$ cat src/rtl/cpu_pkg.sv
// Shared register-file select codes and sequencer state encoding.
package cpu_pkg;

  localparam logic [3:0] REG_PSTACK = 4'hF;
  localparam logic [3:0] REG_RSTACK = 4'hE;
  localparam logic [3:0] REG_PSR    = 4'hD;

  localparam logic [2:0] S_IDLE    = 3'd0;
  localparam logic [2:0] S_READ    = 3'd1;
  localparam logic [2:0] S_CAPTURE = 3'd2;
  localparam logic [2:0] S_EXEC    = 3'd3;
  localparam logic [2:0] S_WRITE   = 3'd4;

  function automatic logic is_stack(input logic [3:0] sel);
    return (sel == REG_PSTACK) || (sel == REG_RSTACK);
  endfunction

endpackage

$ cat src/rtl/regfile_sequencer.sv
// Multi-cycle READ/CAPTURE/EXEC/WRITE controller owning all register_file control ports
// and feeding registered operands to an external ALU.
module regfile_sequencer
  import cpu_pkg::*;
#(
  parameter int unsigned WIDTH     = 16,
  parameter int unsigned CNT_WIDTH = 16
) (
  input  logic                 clk,
  input  logic                 rst_n,
  input  logic                 op_valid,
  output logic                 op_ready,
  input  logic [3:0]           op_a_sel,
  input  logic [3:0]           op_b_sel,
  input  logic                 op_rd_a,
  input  logic                 op_rd_b,
  input  logic                 op_wr_a,
  input  logic                 op_wr_psr,
  output logic [WIDTH-1:0]     alu_a,
  output logic [WIDTH-1:0]     alu_b,
  output logic                 alu_start,
  input  logic                 alu_done,
  input  logic [WIDTH-1:0]     alu_result,
  input  logic [WIDTH-1:0]     alu_flags,
  output logic [3:0]           rf_a_sel,
  output logic [3:0]           rf_b_sel,
  output logic                 rf_a_rd_en,
  output logic                 rf_b_rd_en,
  output logic                 rf_a_wr_en,
  output logic [WIDTH-1:0]     rf_a_wr_data,
  output logic                 rf_psr_wr_en,
  output logic [WIDTH-1:0]     rf_psr_wr_data,
  input  logic [WIDTH-1:0]     rf_a_rd_data,
  input  logic [WIDTH-1:0]     rf_b_rd_data,
  input  logic [WIDTH-1:0]     rf_psr_rd_data,
  output logic                 retired,
  output logic [CNT_WIDTH-1:0] retired_count
);

  logic [2:0]           r_state;
  logic [3:0]           r_a_sel;
  logic [3:0]           r_b_sel;
  logic                 r_rd_a;
  logic                 r_rd_b;
  logic                 r_wr_a;
  logic                 r_wr_psr;
  logic [WIDTH-1:0]     r_alu_a;
  logic [WIDTH-1:0]     r_alu_b;
  logic                 r_alu_start;
  logic [WIDTH-1:0]     r_result;
  logic [WIDTH-1:0]     r_flags;
  logic [CNT_WIDTH-1:0] r_retired_count;

  logic w_same_stack;
  logic w_write_a;
  logic w_idle;

  // Both ports reading one stack must pop it once; B then reuses A's data.
  always_comb begin
    w_same_stack = r_rd_a && r_rd_b && (r_a_sel == r_b_sel) && is_stack(r_a_sel);
    w_write_a    = (r_state == S_WRITE) && r_wr_a;
    w_idle       = (r_state == S_IDLE);
  end

  always_comb begin
    op_ready       = w_idle;
    rf_a_sel       = w_idle ? 4'h0 : r_a_sel;
    rf_b_sel       = w_idle ? 4'h0 : r_b_sel;
    rf_a_rd_en     = (r_state == S_READ) && r_rd_a;
    rf_b_rd_en     = (r_state == S_READ) && r_rd_b && !w_same_stack;
    rf_a_wr_en     = w_write_a;
    rf_psr_wr_en   = (r_state == S_WRITE) && r_wr_psr && !(r_wr_a && (r_a_sel == REG_PSR));
    rf_psr_wr_data = r_flags;
    retired        = (r_state == S_WRITE);
    alu_a          = r_alu_a;
    alu_b          = r_alu_b;
    alu_start      = r_alu_start;
    retired_count  = r_retired_count;
    // register_file loads PSR from A's write data whenever A selects it; echo PSR back
    // so that implicit write is harmless unless this is a real write to PSR.
    if ((rf_a_sel == REG_PSR) && !w_write_a) begin
      rf_a_wr_data = rf_psr_rd_data;
    end else begin
      rf_a_wr_data = r_result;
    end
  end

  always_ff @(posedge clk or negedge rst_n) begin
    if (!rst_n) begin
      r_state         <= S_IDLE;
      r_a_sel         <= 4'h0;
      r_b_sel         <= 4'h0;
      r_rd_a          <= 1'b0;
      r_rd_b          <= 1'b0;
      r_wr_a          <= 1'b0;
      r_wr_psr        <= 1'b0;
      r_alu_a         <= '0;
      r_alu_b         <= '0;
      r_alu_start     <= 1'b0;
      r_result        <= '0;
      r_flags         <= '0;
      r_retired_count <= '0;
    end else begin
      r_alu_start <= 1'b0;
      case (r_state)
        S_IDLE: begin
          if (op_valid) begin
            r_a_sel  <= op_a_sel;
            r_b_sel  <= op_b_sel;
            r_rd_a   <= op_rd_a;
            r_rd_b   <= op_rd_b;
            r_wr_a   <= op_wr_a;
            r_wr_psr <= op_wr_psr;
            r_state  <= S_READ;
          end
        end
        S_READ: begin
          r_state <= S_CAPTURE;
        end
        S_CAPTURE: begin
          r_alu_a     <= r_rd_a ? rf_a_rd_data : '0;
          if (!r_rd_b) begin
            r_alu_b <= '0;
          end else if (w_same_stack) begin
            r_alu_b <= rf_a_rd_data;
          end else begin
            r_alu_b <= rf_b_rd_data;
          end
          r_alu_start <= 1'b1;
          r_state     <= S_EXEC;
        end
        S_EXEC: begin
          if (alu_done) begin
            r_result <= alu_result;
            r_flags  <= alu_flags;
            r_state  <= S_WRITE;
          end
        end
        S_WRITE: begin
          r_retired_count <= r_retired_count + CNT_WIDTH'(1);
          r_state         <= S_IDLE;
        end
        default: begin
          r_state <= S_IDLE;
        end
      endcase
    end
  end

endmodule
$ cat config.mk
export PLATFORM = sky130hd
export DESIGN_NAME = regfile_sequencer
export DESIGN_NICKNAME = d
export VERILOG_FILES = /design/src/rtl/cpu_pkg.sv /design/src/rtl/regfile_sequencer.sv
export SDC_FILE = /design/constraint.sdc
export NUM_CORES = 1
export LEC_CHECK = 0
export ABC_AREA = 1
export BUFFER_PORTS_ARGS = -buffer_cell sky130_fd_sc_hd__clkbuf_2
export CAP_MARGIN = 10
export CORE_MARGIN = 3
export CORE_UTILIZATION = 53
export CTS_CLUSTER_DIAMETER = 40
export DETAILED_ROUTE_END_ITERATION = 6
export GPL_ROUTABILITY_DRIVEN = 0
export PLACE_DENSITY = 0.87
export SKIP_LAST_GASP = 1
export SYNTH_ARGS = -nofsm -noshare
export SYNTH_HDL_FRONTEND = slang
export SYNTH_SLANG_ARGS = --single-unit
export TNS_END_PERCENT = 100
$ cat constraint.sdc
create_clock -name clk -period 4 [get_ports clk]
set_input_delay 0.2 -clock clk [delete_from_list [all_inputs] [get_ports clk]]
set_output_delay 0.2 -clock clk [all_outputs]
set_load 0.02 [all_outputs]
==> results.txt, run 1 <==
clock group share of total power: 14.5%
CTS root buf: clkbuf_8
Mapped Cells: 594
skew final: 0.0100 ns
Crit-path slowest cell: dfrtp_1
clock sink total: 96
Vias: 4,488
All-Layer GR Usage: 24.6%
initial antenna violation count: 0
mean routed wirelength per cell: 14.0 um
cts bufs inserted: 9
Synth warnings: 0
number of global-route vias before repair: 4,226
synth top area cells: dfrtp_1 50%, nand2_1 18%, inv_1 5.6%
Residual DRC: 0
Crit Path Category: flip-flop to primary output
Initial Util: 54.9%
Clock Path Buffers: 2
vias per cell: 5.07
Starting DRT DRC Count: 259
Hold Path Class: primary input to flip-flop
status: finished, final reports clean
number of placement rows: 34
asr flop ratio synth: 100%
post-synthesis sequential area ratio: 49.7%
final cycle utilization of the critical path: 58.8%
PwrDens: 750 nW/um^2
Sw Ratio: 47.9%
Die Span Y: 101 um
area leader, netlist: dfrtp_1
Yosys top cell area share: 49.7%
Hold Violations, Final: 0
# Post-CTS Setup Buffers: 0
Die ar.: 10,300 um^2
Reg clk slew, reported paths: 0.09 ns
delay-heaviest family, CP: simple AND/OR/NAND/NOR gates
Worst Path Arrival: 2.15 ns
WP buf/inv: 3
CP Capture Type: primary output
H-tree depth: 3
Slew Viols, Final: 0
Syn Area/Cell: 8.14 um^2
Seq pwr share: 35.9%
Primary FF master, synth: dfrtp_1
largest net degree at the start of global routing: 61
ant diodes: 0
worst skew pair latency: 0.35 ns
MaxCap Viol Count: 0
antenna-violating nets left: 0
Area Overhead vs Synth: 23.9%
Yosys cell types: 30
setup TNS: 0 ns
max_slew headroom: 38.6%
number of I/O pins: 191
Critical Path Fanout Max: 32
1st-pass router iterations: 6
hold slack: 0.0390 ns
Worst VDD drop: 0.429 mV
Static Leak: 0.00348 uW
first-pass GRT wire length: 20,200 um
synth cell count leaders: 228 x nand2_1, 96 x dfrtp_1, 72 x inv_1
layout net count: 870
Max Fclk: 0.425 GHz
P_sw: 2150 uW
TritonCTS clock tree: yes
Max stage delay on crit path: 0.42 ns
Die Wd: 101 um
HPWL after DPL: 9230 um
design area: 5990 um^2
most common cell in the synthesized netlist: nand2_1
dpl cell area: 5770 um^2
fraction of layout cells with a size suffix above 1: 34.3%
CP Launch Type: flip-flop
number of port buffers: 190
Tmin final: 2.35 ns
Layout Utilization: 68.0%
post-synthesis instance area: 4830 um^2
Total Wirelength: 12,400 um
Post-synth EDFFs: 0
power share of the combinational group: 49.7%
Slew @ Worst Pin: 0.918 ns
Mapped Nets: 691
RSZ-0062 raised after global routing: false
post-cts sizing count: 0
synthesized flop and latch total: 96
CP required: 3.80 ns
CP Cell Sequence: inv_2 -> nand3_4 -> inv_2 -> nand2_2 -> nand3_4 -> nand2_1 -> o21ai_2 -> clkbuf_2
total grt overflow: 0
P_int: 2340 uW
Core ar.: 8810 um^2
Final setup viols: 0
## metrics by stage
stage	cells	total power, uW	setup WS [ns]
2_1_floorplan	594	3200	2.45
6_report	886	4490	1.65
4_1_cts	886	4530	1.64
3_5_place_dp	869	3860	1.96
5_1_grt	886	4830	1.45
3_3_place_gp	869	3780	2.05
## repair_timing
item                                   CTS  global route
endpoints found under the hold margin   59             0
setup endpoints to repair                0             0
hold buffers                             1             0
## area by class of cell
cell class              instances  area (um^2)
repair buffers                192          971
multi-input cells             395         1980
fillers                       748         2820
inverters                      79          297
clock buffers                   9          124
clock inverters                 7         80.1
flip-flops and latches         96         2400
well taps                     108          135
## cells by family (layout without fill, tap and decap cells)
group | Yosys count | count (layout) | share of synthesized area (%)
fa+ha+maj | 1 | 1 | 0.259
compound gates | 49 | 49 | 7.77
flops | 96 | 96 | 49.7
buf+inv | 103 | 287 | 9.34
simple gates | 336 | 336 | 30.9
xor+xnor | 9 | 9 | 2.02
## sequential cells by signal, indices dropped and copies added, names as in the netlist, 3 cells and up
register,count
alu_a,16
alu_b,16
r_a_sel,4
r_b_sel,4
r_result,16
r_state,3
retired_count,16
rf_psr_wr_data,16
## final timing paths
| kind | start | endpoint | slack (ns) | cells past startpoint |
|---|---|---|---|---|
| max in group asynchronous | rst_n | r_result[14] | 2.54 | 3 |
| min reg2reg | rf_psr_wr_data[11] | rf_psr_wr_data[11] | 0.49 | 2 |
| min in group asynchronous | rst_n | retired_count[9] | 0.44 | 2 |
| min | alu_result[15] | r_result[15] | 0.04 | 3 |
| max reg2reg | r_state[2] | r_a_sel[2] | 1.95 | 6 |
| max | r_state[1] | rf_a_wr_data[11] | 1.65 | 8 |
## layer usage
metal	share of wire, %	track usage (%)	vias to the layer above	wire (um)
met4	3.0	10.0	0	368
met5	0	0	-	0
met2	49	38.9	196	6030
li1	-	-	2192	-
met1	42	33.3	2066	5200
met3	6.6	5.03	34	818
## worst min-delay path, stage by stage
cell	delay (ns)
clkbuf_2	0.08
nand2_1	0.04
nand2_1	0.04
## power groups by stage
stage	registers, uW	clock network, uW	logic, uW
2_1_floorplan	1850	0	1350
3_3_place_gp	1610	0	2180
3_5_place_dp	1620	0	2240
4_1_cts	1610	668	2250
5_1_grt	1650	716	2460
6_report	1610	651	2230
## cell usage in the layout, fill, tap and decap left out
master / count
clkbuf_8: 9
nor3_2: 1
nand3_4: 3
buf_4: 2
xnor2_1: 2
nor2_4: 6
inv_1: 72
bufinv_16: 1
nand3_1: 22
xnor2_4: 1
nand4_1: 17
o21ai_2: 16
nor2_1: 36
clkinv_1: 1
nor3_1: 1
clkbuf_2: 189
o21ai_0: 5
dfrtp_1: 96
inv_8: 1
a21oi_2: 8
ha_1: 1
clkinvlp_4: 4
nand2_2: 16
nor2_2: 2
inv_2: 6
o31ai_1: 16
nand3b_1: 3
inv_6: 1
nor3_4: 1
nand2_1: 228
xor2_1: 6
dlygate4sd3_1: 1
a21oi_1: 4
Note: power is estimated with default switching activity, not from simulation.
==> run 2, diff against run 1 <==
--- a/config.mk
+++ b/config.mk
@@ -5,15 +5,15 @@
 export SDC_FILE = /design/constraint.sdc
 export NUM_CORES = 1
 export LEC_CHECK = 0
-export ABC_AREA = 1
+export ABC_AREA = 0
 export BUFFER_PORTS_ARGS = -buffer_cell sky130_fd_sc_hd__clkbuf_2
 export CAP_MARGIN = 10
 export CORE_MARGIN = 3
-export CORE_UTILIZATION = 53
+export CORE_UTILIZATION = 42
 export CTS_CLUSTER_DIAMETER = 40
 export DETAILED_ROUTE_END_ITERATION = 6
 export GPL_ROUTABILITY_DRIVEN = 0
-export PLACE_DENSITY = 0.87
+export PLACE_DENSITY = 0.77
 export SKIP_LAST_GASP = 1
 export SYNTH_ARGS = -nofsm -noshare
 export SYNTH_HDL_FRONTEND = slang
==> constraint.sdc (replaced) <==
create_clock -name clk -period 2 [get_ports clk]
set_input_delay 0.1 -clock clk [delete_from_list [all_inputs] [get_ports clk]]
set_output_delay 0.1 -clock clk [all_outputs]
set_load 0.02 [all_outputs]
==> run 2 against run 1 <==
  * The run now ends with setup timing left
  * Core utilization is 1.3 points higher
  * Flip-flop and latch count stayed put
  * Count of clock-buffer cells in the layout is 1 higher
  * Largest power group unchanged
  * Highest routed layer unchanged
==> results.txt, run 2 <==
status: complete, but fails checks
failing checks: setup timing
1st-pass router iterations: 4
critical path launch point: r_state[2]
Area Overhead vs Synth: 56.6%
area leader, netlist: dfrtp_1
HPWL after DPL: 7860 um
total grt overflow: 0
Worst VDD drop: 0.742 mV
Primary FF master, synth: dfrtp_1
post-synthesis instance area: 4190 um^2
skew final: 0.0179 ns
post-synthesis sequential area ratio: 57.4%
CP Cell Sequence: nor3b_4 -> and2_4 -> nor3_4 -> buf_6 -> mux2_4 -> buf_8
All-Layer GR Usage: 23.9%
initial antenna violation count: 0
Residual DRC: 0
hold depth: 3
Synth warnings: 0
Core ar.: 9460 um^2
PwrDens: 1390 nW/um^2
Starting DRT DRC Count: 275
Final setup viols: 16
vias per cell: 4.98
flop2flop setup slack: 0.30 ns
Slew @ Worst Pin: 0.483 ns
most common cell in the synthesized netlist: nand2_1
max_slew headroom: 67.8%
FF-to-FF End: alu_b[1]
Die Span Y: 106 um
largest net degree at the start of global routing: 46
hold slack: 0.0370 ns
MaxCap Viol Count: 0
Mapped Cells: 400
number of placement rows: 35
CP Launch Type: flip-flop
Worst R2R Start: r_a_sel[0]
Tmin final: 2.07 ns
Worst Path Arrival: 1.97 ns
Reg clk slew, reported paths: 0.09 ns
Syn Area/Cell: 10.5 um^2
fraction of layout cells with a size suffix above 1: 38.3%
delay-heaviest family, CP: simple AND/OR/NAND/NOR gates
PnR worst setup slack: -0.0674 ns
CP required: 1.90 ns
WP buf/inv: 2
antenna-violating nets left: 0
Max Fclk: 0.484 GHz
synth top area cells: dfrtp_1 57%, nand2_1 12%, mux2_2 7.3%
worst skew pair latency: 0.36 ns
commonest non-fill, non-tap cells in the layout: 173 x clkbuf_2, 137 x nand2_1, 95 x dfrtp_1
Vias: 4,034
dpl cell area: 5320 um^2
Critical Path Fanout Max: 8
Total Wirelength: 13,100 um
WHS Endpoint: r_state[0]
final cycle utilization of the critical path: 103%
CP Capture Type: primary output
Die ar.: 11,200 um^2
first-pass GRT wire length: 21,400 um
synth cell count leaders: 137 x nand2_1, 96 x dfrtp_1, 27 x mux2_2
number of I/O pins: 191
Initial Util: 44.3%
number of global-route vias before repair: 4,291
Crit Path Category: flip-flop to primary output
layout net count: 773
asr flop ratio synth: 100%
ant diodes: 0
Max stage delay on crit path: 0.43 ns
CTS root buf: clkbuf_8
Hold Path Class: primary input to flip-flop
commonest non-fill, non-tap cell in the layout: clkbuf_2
R2R cell count: 4
Die Wd: 106 um
Mapped Nets: 497
synthesized flop and latch total: 96
cts bufs inserted: 9
clock sink total: 96
fill cell count: 679
TritonCTS clock tree: yes
mean routed wirelength per cell: 16.2 um
Hold Violations, Final: 0
Post-synth EDFFs: 0
Crit-path slowest cell: dfrtp_2
Yosys top cell area share: 57.4%
Slew Viols, Final: 0
RSZ-0062 raised after global routing: true
Yosys cell types: 38
HP Start: op_valid
Static Leak: 0.00348 uW
number of port buffers: 190
H-tree depth: 3
design area: 6560 um^2
Clock Path Buffers: 2
-- run 2: changes by cell type after synthesis, moves of 24 or more --
cell and change:
nand2_1 -91, mux2_2 +27, nor2_1 -32, nor2b_1 +24
inv_1 -69
-- run 2: area by class of cell --
class	count	area, um^2	share of cell area [%]
flip-flops and latches	96	2400	36.7
inverters	4	15.0	0.229
clock inverters	6	67.6	1.03
well taps	129	161	2.46
clock buffers	10	128	1.95
multi-input cells	279	1730	26.4
repair buffers	286	2050	31.3
-- run 2: per-stage QoR --
step / TNS [ns] / instances / worst slack, ns / util, % / total power (uW)
floorplan: 0 / 400 / 0.138 / - / 5770
finish: -0.819 / 810 / -0.0674 / 69.3 / 9130
global route: -2.33 / 810 / -0.160 / 69.3 / 9690
global placement: 0 / 712 / 0.276 / 56.2 / 6970
detailed placement: 0 / 712 / 0.223 / 56.2 / 7120
CTS: -2.08 / 812 / -0.140 / 69.5 / 9000
-- run 2: how the worst max path moves through the flow --
stage / cells past startpoint / slack, ns / end
floorplan: 5 / 0.14 / rf_a_wr_data[12]
global placement: 6 / 0.28 / rf_a_wr_data[7]
detailed placement: 6 / 0.22 / rf_a_wr_data[4]
CTS: 6 / -0.14 / rf_a_wr_data[1]
global route: 6 / -0.16 / rf_a_wr_data[0]
finish: 6 / -0.07 / rf_a_wr_data[0]
-- run 2: cells by family (layout without fill, tap and decap cells) --
| kind of cell | count (synthesis) | in the layout | share of synthesized area [%] |
|---|---|---|---|
| fa+ha+maj | 1 | 1 | 0.299 |
| flops | 96 | 96 | 57.4 |
| simple gates | 212 | 212 | 23.5 |
| xor+xnor | 16 | 16 | 3.35 |
| buf+inv | 25 | 306 | 3.14 |
| mux | 28 | 28 | 7.53 |
| compound gates | 22 | 22 | 4.81 |
-- run 2: what timing repair did --
item | in CTS | in global routing
gates cloned | 1 | 0
gates resized for setup | 54 | 18
endpoints found under the setup margin | 16 | 16
endpoints found under the hold margin | 110 | 0
buffers inserted | 5 | 0
hold buffers | 78 | 0
pin swaps | 1 | 2
-- run 2: power by group --
part	leakage (uW)	internal [uW]	switching (uW)
Clock	0.0000929	584	685
Combinational	0.00215	2040	2630
Sequential	0.00123	2700	489
-- run 2: tightest hold or removal path: stages --
cell      delay, ns
clkbuf_2       0.09
o21bai_1       0.06
a21oi_1        0.11
-- run 2: routing by layer --
layer | vias up | part of all wire, % | track usage (%)
met4 | 0 | 2.9 | 9.90
li1 | 1878 | - | -
met2 | 174 | 52 | 41.9
met3 | 37 | 6.3 | 6.00
met5 | - | 0 | 0
met1 | 1945 | 39 | 27.7
